--- config.mk ---
export PLATFORM = sky130hd
export DESIGN_NAME = std_mem_d1_initiator
export DESIGN_NICKNAME = d
export VERILOG_FILES = /design/src/rtl/std_mem_init_pkg.sv /design/src/rtl/std_mem_d1_initiator.sv
export SDC_FILE = /design/constraint.sdc
export NUM_CORES = 1
export LEC_CHECK = 0
export CORE_MARGIN = 2
export CORE_UTILIZATION = 35
export CTS_BUF_LIST = sky130_fd_sc_hd__clkbuf_8 sky130_fd_sc_hd__clkbuf_16
export CTS_CLUSTER_SIZE = 28
export DETAILED_ROUTE_END_ITERATION = 10
export PLACE_DENSITY = 0.66
export SYNTH_ARGS = -nofsm -noshare
export SYNTH_HDL_FRONTEND = slang
export SYNTH_SLANG_ARGS = --single-unit
--- constraint.sdc ---
create_clock -name clk -period 2.2 [get_ports clk]
set_clock_uncertainty 0.2 [all_clocks]
set_input_delay 0.22 -clock clk [delete_from_list [all_inputs] [get_ports clk]]
set_output_delay 0.22 -clock clk [all_outputs]
set_load 0.05 [all_outputs]
--- src/rtl/std_mem_init_pkg.sv ---
// Shared types for the std_mem_d1 burst initiator: FSM state encoding and
// burst direction codes.
package std_mem_init_pkg;

   typedef enum logic [2:0] {
      IDLE,
      RD_FETCH,
      RD_SEND,
      WR_DATA,
      WR_MEM,
      WR_WAIT,
      DONE
   } state_e;

   localparam logic DIR_RD = 1'b0;
   localparam logic DIR_WR = 1'b1;

endpackage

--- src/rtl/std_mem_d1_initiator.sv ---
// Burst initiator for one std_mem_d1 port: streams memory words out on a
// valid/ready port (read) or commits streamed words to memory (write).
module std_mem_d1_initiator
   import std_mem_init_pkg::*;
#(
   parameter int WIDTH     = 32,
   parameter int SIZE      = 16,
   parameter int IDX_SIZE  = 4,
   parameter int LEN_WIDTH = 5
) (
   input  logic                 clk,
   input  logic                 reset,
   input  logic                 go,
   input  logic                 dir,
   input  logic [IDX_SIZE-1:0]  base,
   input  logic [LEN_WIDTH-1:0] len,
   output logic                 done,
   output logic                 busy,
   output logic [IDX_SIZE-1:0]  mem_addr0,
   output logic [WIDTH-1:0]     mem_write_data,
   output logic                 mem_write_en,
   input  logic [WIDTH-1:0]     mem_read_data,
   input  logic                 mem_done,
   output logic [WIDTH-1:0]     rd_data,
   output logic                 rd_valid,
   input  logic                 rd_ready,
   input  logic [WIDTH-1:0]     wr_data,
   input  logic                 wr_valid,
   output logic                 wr_ready
);

   state_e               state_q, state_d;
   logic [LEN_WIDTH-1:0] count_q;
   logic [LEN_WIDTH-1:0] len_q;
   logic [IDX_SIZE-1:0]  addr_q;
   logic [IDX_SIZE-1:0]  addr_hold_q;
   logic [WIDTH-1:0]     rd_data_q;
   logic [WIDTH-1:0]     wdata_q;

   logic more_words;
   logic rd_advance;
   logic rd_capture;
   logic wr_advance;
   logic addr_drive;

   // The address wraps at the memory depth, not at the address-width limit.
   function automatic logic [IDX_SIZE-1:0] wrap_inc(input logic [IDX_SIZE-1:0] a);
      return (a == IDX_SIZE'(SIZE - 1)) ? '0 : a + 1'b1;
   endfunction

   assign more_words = (count_q != len_q);
   assign rd_advance = (state_q == RD_SEND) && rd_ready && more_words;
   assign rd_capture = (state_q == RD_FETCH) || rd_advance;
   assign wr_advance = (state_q == WR_WAIT) && mem_done;
   assign addr_drive = rd_capture || (state_q == WR_MEM);

   always_ff @(posedge clk) begin
      if (!reset) begin
         state_q <= IDLE;
      end else begin
         state_q <= state_d;
      end
   end

   always_comb begin
      state_d = state_q;
      case (state_q)
         IDLE: begin
            if (go) begin
               if (len == '0)
                  state_d = DONE;
               else if (dir == DIR_WR)
                  state_d = WR_DATA;
               else
                  state_d = RD_FETCH;
            end
         end
         RD_FETCH: state_d = RD_SEND;
         RD_SEND: begin
            if (rd_ready && !more_words)
               state_d = DONE;
         end
         WR_DATA: begin
            if (wr_valid)
               state_d = WR_MEM;
         end
         WR_MEM:  state_d = WR_WAIT;
         WR_WAIT: begin
            if (mem_done)
               state_d = ((count_q + 1'b1) == len_q) ? DONE : WR_DATA;
         end
         DONE:    state_d = IDLE;
         default: state_d = IDLE;
      endcase
   end

   always_comb begin
      busy           = (state_q != IDLE);
      done           = (state_q == DONE);
      rd_valid       = (state_q == RD_SEND);
      wr_ready       = (state_q == WR_DATA);
      mem_write_en   = (state_q == WR_MEM);
      mem_addr0      = addr_drive ? addr_q : addr_hold_q;
      rd_data        = rd_data_q;
      mem_write_data = wdata_q;
   end

   // addr_q always tracks base + count (wrapped), so no adder is needed per access.
   always_ff @(posedge clk) begin
      if (!reset) begin
         count_q     <= '0;
         len_q       <= '0;
         addr_q      <= '0;
         addr_hold_q <= '0;
         rd_data_q   <= '0;
         wdata_q     <= '0;
      end else begin
         if (state_q == IDLE && go) begin
            count_q <= '0;
            len_q   <= len;
            addr_q  <= base;
         end
         if (rd_capture) begin
            rd_data_q <= mem_read_data;
         end
         if (rd_capture || wr_advance) begin
            count_q <= count_q + 1'b1;
            addr_q  <= wrap_inc(addr_q);
         end
         if (state_q == WR_DATA && wr_valid) begin
            wdata_q <= wr_data;
         end
         if (addr_drive) begin
            addr_hold_q <= addr_q;
         end
      end
   end

endmodule

==> metrics.md, run 1 <==
| Metric | Value |
|---|---|
| Site Rows | `38` |
| Commonest cells in the netlist | `157 x nand2_1, 85 x dfxtp_1, 42 x a21oi_1` |
| Longest Clk Path Bufs | `2` |
| First-pass GRT wire length | `17.5 mm` |
| Post-synthesis simple-gate area fraction | `0.257` |
| Post-synth top area cell | `dfxtp_1` |
| Largest net degree at the start of global routing | `51` |
| Flop pwr share | `0.288` |
| Synth cell types | `52` |
| PortBufs | `152` |
| P_leak | `2.25 nW` |
| Final core utilization | `0.558` |
| Starting density of the core | `0.356` |
| Pre-CTS setup slack | `-0.0171 ns` |
| Top_reg_cell synth | `dfxtp_1` |
| Post-Syn Instances | `472` |
| Routed WL | `10.8 mm` |
| GRT overflow | `0` |
| Area Growth Syn to Fin | `56.9%` |
| Top Ports | `153` |
| Required time worst endpoint | `1.78 ns` |
| Largest family of logic cells by synthesized area | `simple AND/OR/NAND/NOR gates` |
| Final Hold Vio Count | `0` |
| Crit-path max FO | `5` |
| Syn. warnings | `0` |
| DRC Markers | `0` |
| Relative slew margins | `0.635` |
| Yosys reg bits | `85` |
| Core ar. | `0.0108 sq mm` |
| Total clock sinks | `85` |
| Post-synthesis compound-gate area fraction | `0.141` |
| Tightest Pin Transition | `0.546 ns` |
| Peak supply drop | `0.000966 V` |
| Die ar. | `0.0118 sq mm` |
| Failing checks | `setup timing` |
| Clk pwr share | `0.149` |
| Via/cell ratio | `4.87` |
| Share of layout cells above drive strength 1 | `0.146` |
| H-Tree Depth | `3` |
| Outcome | `finished, violations left` |
| PwrDens | `1230 mW/mm^2` |
| Vias in the first global route | `3858` |
| Period minus WS final | `2.40 ns` |
| Sequential fraction of the synthesis area | `0.443` |
| CTS Buf Count | `9` |
| Switching portion of total power | `0.436` |
| Most common cell in the synthesized netlist | `nand2_1` |
| Mapped Area | `0.00384 sq mm` |
| DR pass1 iterations | `4` |
| Antenna cells | `0` |
| Die Wd | `109 um` |
| Startpoint Class | `flip-flop` |
| Post-synthesis mux area share | `0.0834` |
| Root buf cell | `clkbuf_8` |
| Crit end category | `output pin` |
| Clk slew on worst S/H paths | `0.09 ns` |
| Fin nets | `727` |
| Ys async rst share | `0` |
| Final worst path period share | `1.09` |
| Comb pwr share | `0.564` |
| Critical Path AT | `1.98 ns` |
| Die H | `109 um` |
| EDFF count, synth | `0` |
| P_int | `4.17 mW` |
| Max-Cap Viols | `0` |
| RSZ-0062 raised after global routing | `yes` |
| CTS tree | `built` |
| Max-slew violations | `0` |
| Worst min path class | `input port to flip-flop` |
| Vias | `3850` |
| Net Sw Power | `3.23 mW` |
| Final Setup Violations | `4` |
| Final HPWL DP | `7.72 mm` |
| Top post-synthesis cells by area | `dfxtp_1 44%, nand2_1 15%, mux2i_1 8.3%` |
| Clk_lat worst skew | `0.36 ns` |
| Critical path class | `flip-flop to output pin` |
| Final RePlAce weighted congestion | `0.900` |
| Post-Synth Adder-Cell Area | `0.00652` |
| GRT Util Overall | `0.187` |
| Post-Synth XOR/XNOR Area | `0.0160` |
| DRT antenna net count | `0` |
| Fmax achieved | `417 MHz` |
| Starting DRT DRC Count | `173` |
| Hold-fix buffers, CTS | `0` |
| Syn nets | `554` |
| Initial antenna violation count | `0` |
| Syn_area_per_cell | `8.14 sq um` |
| Setup ws final | `-0.201 ns` |
| Post-DR wirelength/cell | `13.7 um` |
| Area share of the largest cell type after synthesis | `0.443` |
-- placed cells by master, fill, tap and decap left out, drive strengths merged, types with 6 or more instances in the layout --
master and count:
nand2 157, clkdlybuf4s50 142, dfxtp 85, buf 53, a21oi 42, mux2i 32, nor2 14, nand3 12
clkbuf 10, o21ai 8, nand2b 6, and3 6, nor3 6
-- flip-flops by register name, indices dropped and copies added, names as in the netlist --
register,flops
rd_data,32
state_q,3
addr_hold_q,4
mem_write_data,32
len_q,5
count_q,5
addr_q,4
-- path summary, 6_finish.rpt --
| kind | startpoint | end | slack [ns] | depth (start not counted) |
|---|---|---|---|---|
| worst max-delay path | len_q[3] | mem_addr0[2] | -0.20 | 7 |
| worst min-delay path | reset | state_q[0] | 0.03 | 2 |
| worst max register to register | state_q[0] | count_q[2] | 0.08 | 8 |
| worst min register to register | mem_write_data[18] | mem_write_data[18] | 0.26 | 2 |
-- stage by stage --
step | TNS [ns] | hold WS (ns) | instance area (sq um) | total power, mW | cells
3_5_place_dp | -0.0171 | 0.248 | 5650 | 5.97 | 762
4_1_cts | -0.718 | 0.0144 | 5980 | 7.35 | 786
3_3_place_gp | -0.00973 | 0.241 | 5650 | 5.91 | 762
5_1_grt | -1.12 | 0.0192 | 6020 | 7.81 | 790
6_report | -0.688 | 0.0330 | 6020 | 7.40 | 790
2_1_floorplan | 0 | 0.156 | 3840 | 4.71 | 472
-- power groups by stage --
| stage | Clock (mW) | Combinational [mW] | Sequential [mW] |
|---|---|---|---|
| 3_5_place_dp | 0 | 3.83 | 2.14 |
| 4_1_cts | 1.13 | 4.10 | 2.12 |
| 2_1_floorplan | 0 | 1.86 | 2.85 |
| 5_1_grt | 1.20 | 4.44 | 2.17 |
| 6_report | 1.10 | 4.17 | 2.13 |
| 3_3_place_gp | 0 | 3.79 | 2.13 |
-- timing repair --
| item | in CTS | in global routing |
|---|---|---|
| pin swaps | 3 | 3 |
| gates cloned | 1 | 0 |
| endpoints found under the setup margin | 4 | 7 |
| setup buffers | 7 | 4 |
| resized for setup | 22 | 3 |
-- worst max-delay path: stages (launching register included) --
cell and delay, ns:
dfxtp_2 0.34, xor2_2 0.17, nand3b_1 0.18, buf_6 0.15, nor2_4 0.16, nor4_1 0.09, or3_1 0.37, buf_6 0.17
-- final cells by class --
| type | instances | area, sq um |
|---|---|---|
| Fill cell | 983 | 4770 |
| Multi-Input combinational cell | 350 | 2000 |
| Timing Repair Buffer | 195 | 1930 |
| Sequential cell | 85 | 1710 |
| Tap cell | 140 | 175 |
| Clock buffer | 10 | 138 |
| Clock inverter | 6 | 53.8 |
| Inverter | 4 | 15.0 |
-- layer usage --
metal | share of wire | up-vias | wire length [um] | global-route usage
li1 | - | 1948 | - | -
met1 | 0.42 | 1770 | 4550 | 0.218
met2 | 0.48 | 110 | 5200 | 0.307
met3 | 0.073 | 22 | 788 | 0.0652
met4 | 0.027 | 0 | 292 | 0.0907
met5 | 0 | - | 0 | 0
-- logic make-up after synthesis --
logic type / after synthesis
simple gates: 225
flops: 85
compound gates: 83
buf+inv: 38
mux: 32
xor+xnor: 7
fa+ha+maj: 2
Power figures use the tool's default switching activity.
==> run 2: changes to the inputs <==
==> constraint.sdc (replaced) <==
create_clock -name clk -period 2.43 [get_ports clk]
set_clock_uncertainty 0.2 [all_clocks]
set_input_delay 0.243 -clock clk [delete_from_list [all_inputs] [get_ports clk]]
set_output_delay 0.243 -clock clk [all_outputs]
set_load 0.05 [all_outputs]
==> run 2 against run 1 <==
Net effect:
- the run now ends clean
- routed wire length decreased by 1.2%
- via count decreased by 2.7%
- final cell count decreased by 2.8%
- largest cell class unchanged
==> metrics.md, run 2 (same netlist as run 1, synthesis figures left out) <==
| Metric | Value |
|---|---|
| GRT Util Overall | `0.182 (-0.00517)` |
| H-Tree Depth | `3 (unchanged)` |
| Peak supply drop | `0.00118 V (+23%)` |
| Total power draw | `6.37 mW (-14%)` |
| Relative slew margins | `0.634 (about the same)` |
| Crit end category | `output pin` |
| Max-slew violations | `0 (unchanged)` |
| Required time worst endpoint | `1.99 ns (+0.21 ns)` |
| Outcome | `finished clean` |
| DRT antenna net count | `0 (unchanged)` |
| CP Buf/Inv Count | `2 (unchanged)` |
| Die H | `109 um (unchanged)` |
| Antenna cells | `0 (unchanged)` |
| Tightest Pin Transition | `0.547 ns (+0.000903 ns)` |
| P_leak | `2.14 nW (-5.1%)` |
| Die ar. | `0.0118 sq mm (unchanged)` |
| DRC Markers | `0 (unchanged)` |
| CTS Buf Count | `9 (unchanged)` |
| Final Hold Vio Count | `0 (unchanged)` |
| Final RePlAce weighted congestion | `0.799 (-11%)` |
| PwrDens | `1100 mW/mm^2 (-11%)` |
| Most frequent cells in the layout | `156 x nand2_1, 142 x clkdlybuf4s50_1, 77 x dfxtp_1` |
| CP top delay family | `simple AND/OR/NAND/NOR gates` |
| Tightest hold margin | `0.183 ns (+0.150 ns)` |
| Max-Cap Viols | `0 (unchanged)` |
| Setup tns final | `0 ns (+0.688 ns)` |
| DR pass1 iterations | `4 (unchanged)` |
| Setup ws final | `0.0546 ns (+0.255 ns)` |
| Largest net degree at the start of global routing | `66 (+29%)` |
| Clk slew on worst S/H paths | `0.08 ns (about the same)` |
| Die Wd | `109 um (unchanged)` |
| Root buf cell | `clkbuf_8` |
| Longest Clk Path Bufs | `2 (unchanged)` |
| Site Rows | `38 (unchanged)` |
| Post-DR wirelength/cell | `13.9 um (+1.6%)` |
| CP Cell Sequence | `xor2_2 -> nand3b_1 -> buf_6 -> nor2_4 -> and3_1 -> or3_1 -> buf_6` |
| Starting DRT DRC Count | `185 (+6.9%)` |
| Core ar. | `0.0108 sq mm (unchanged)` |
| Worst min path class | `input port to flip-flop` |
| Final Setup Violations | `0 (-4)` |
| Total clock sinks | `85 (unchanged)` |
| Placed cells | `748 (-1.8%)` |
| Period minus WS final | `2.38 ns` |
| Non-Filler Instances | `768 (-2.8%)` |
| Area Growth Syn to Fin | `51.3%` |
| Vias in the first global route | `3622 (-6.1%)` |
| Most Frequent Cell on Critical Path | `buf_6` |
| Clk_lat worst skew | `0.36 ns (about the same)` |
| Vias | `3747 (-2.7%)` |
| RSZ-0062 raised after global routing | `yes` |
| CTS tree | `built` |
| Max stage delay cell, worst path | `or3_1` |
| Routed WL | `10.7 mm (-1.2%)` |
| Initial antenna violation count | `0 (unchanged)` |
| Final worst path period share | `0.978` |
| Startpoint Class | `flip-flop` |
| First-pass GRT wire length | `17.3 mm (-1.3%)` |
| PortBufs | `152 (unchanged)` |
| Most common cell after layout, fill and taps aside | `nand2_1` |
| Fmax achieved | `421 MHz` |
| Pre-CTS setup slack | `0.101 ns (+0.118 ns)` |
| Fin nets | `707 (-2.8%)` |
| CP max stage delay | `0.38 ns (about the same)` |
| GRT overflow | `0 (unchanged)` |
| Final HPWL DP | `7.40 mm (-4.1%)` |
| Top Ports | `153 (unchanged)` |
| Starting density of the core | `0.356 (unchanged)` |
| Crit-path max FO | `5 (unchanged)` |
| Critical Path AT | `1.93 ns (-0.05 ns)` |
| Via/cell ratio | `4.88 (+0.11%)` |
| Critical path class | `flip-flop to output pin` |
| Hold-fix buffers, CTS | `0 (unchanged)` |
| Share of layout cells above drive strength 1 | `0.123 (-0.0235)` |
run 2: metrics by stage:
step	area [sq um]	utilization
after floorplan	3840	-
after global placement	5500	0.509
after detailed placement	5500	0.509
after CTS	5720	0.530
after global routing	5810	0.538
final	5810	0.538
run 2: routing by layer:
metal / GRT usage / share of wire
met4: 0.0742 / 0.018
met1: 0.225 / 0.44
met2: 0.292 / 0.47
met3: 0.0598 / 0.067
met5: 0 / 0
run 2: path summary, 6_finish.rpt:
check / from / endpoint / slack [ns] / cells after the start
hold / removal: reset / addr_hold_q[1] / 0.18 / 2
setup / recovery: count_q[3] / mem_addr0[0] / 0.05 / 7
setup reg to reg: count_q[3] / addr_q[2] / 0.28 / 8
hold reg to reg: rd_data[24] / rd_data[24] / 0.26 / 2
run 2: cell type report:
class | instances | area, sq um
fillers | 1016 | 4980
multi-input cells | 350 | 2010
repair buffers | 175 | 1730
flip-flops and latches | 85 | 1720
well taps | 140 | 175
clock buffers | 11 | 151
inverters | 4 | 15.0
clock inverters | 3 | 13.8
run 2: power breakdown:
group          internal [mW]  switching (mW)
sequential              1.71           0.252
clock                  0.409           0.490
combinational           1.39            2.12
run 2: repair_timing:
action | CTS | global route
pin swaps | 3 | 6
endpoints found under the setup margin | 4 | 4
gates cloned | 1 | 0
hold endpoints to repair | 0 | 0
resized for setup | 10 | 21
buffers inserted | 3 | 2
run 2: worst reg2reg max path: cells and delay by family, from the launching register on:
family / cells / cell delay [ns]
DFF: 1 / 0.36
AOI/OAI and AO/OA: 1 / 0.31
and+or+nand+nor: 3 / 0.57
xor gates and xnor gates: 1 / 0.15
buffers and inverters: 3 / 0.46
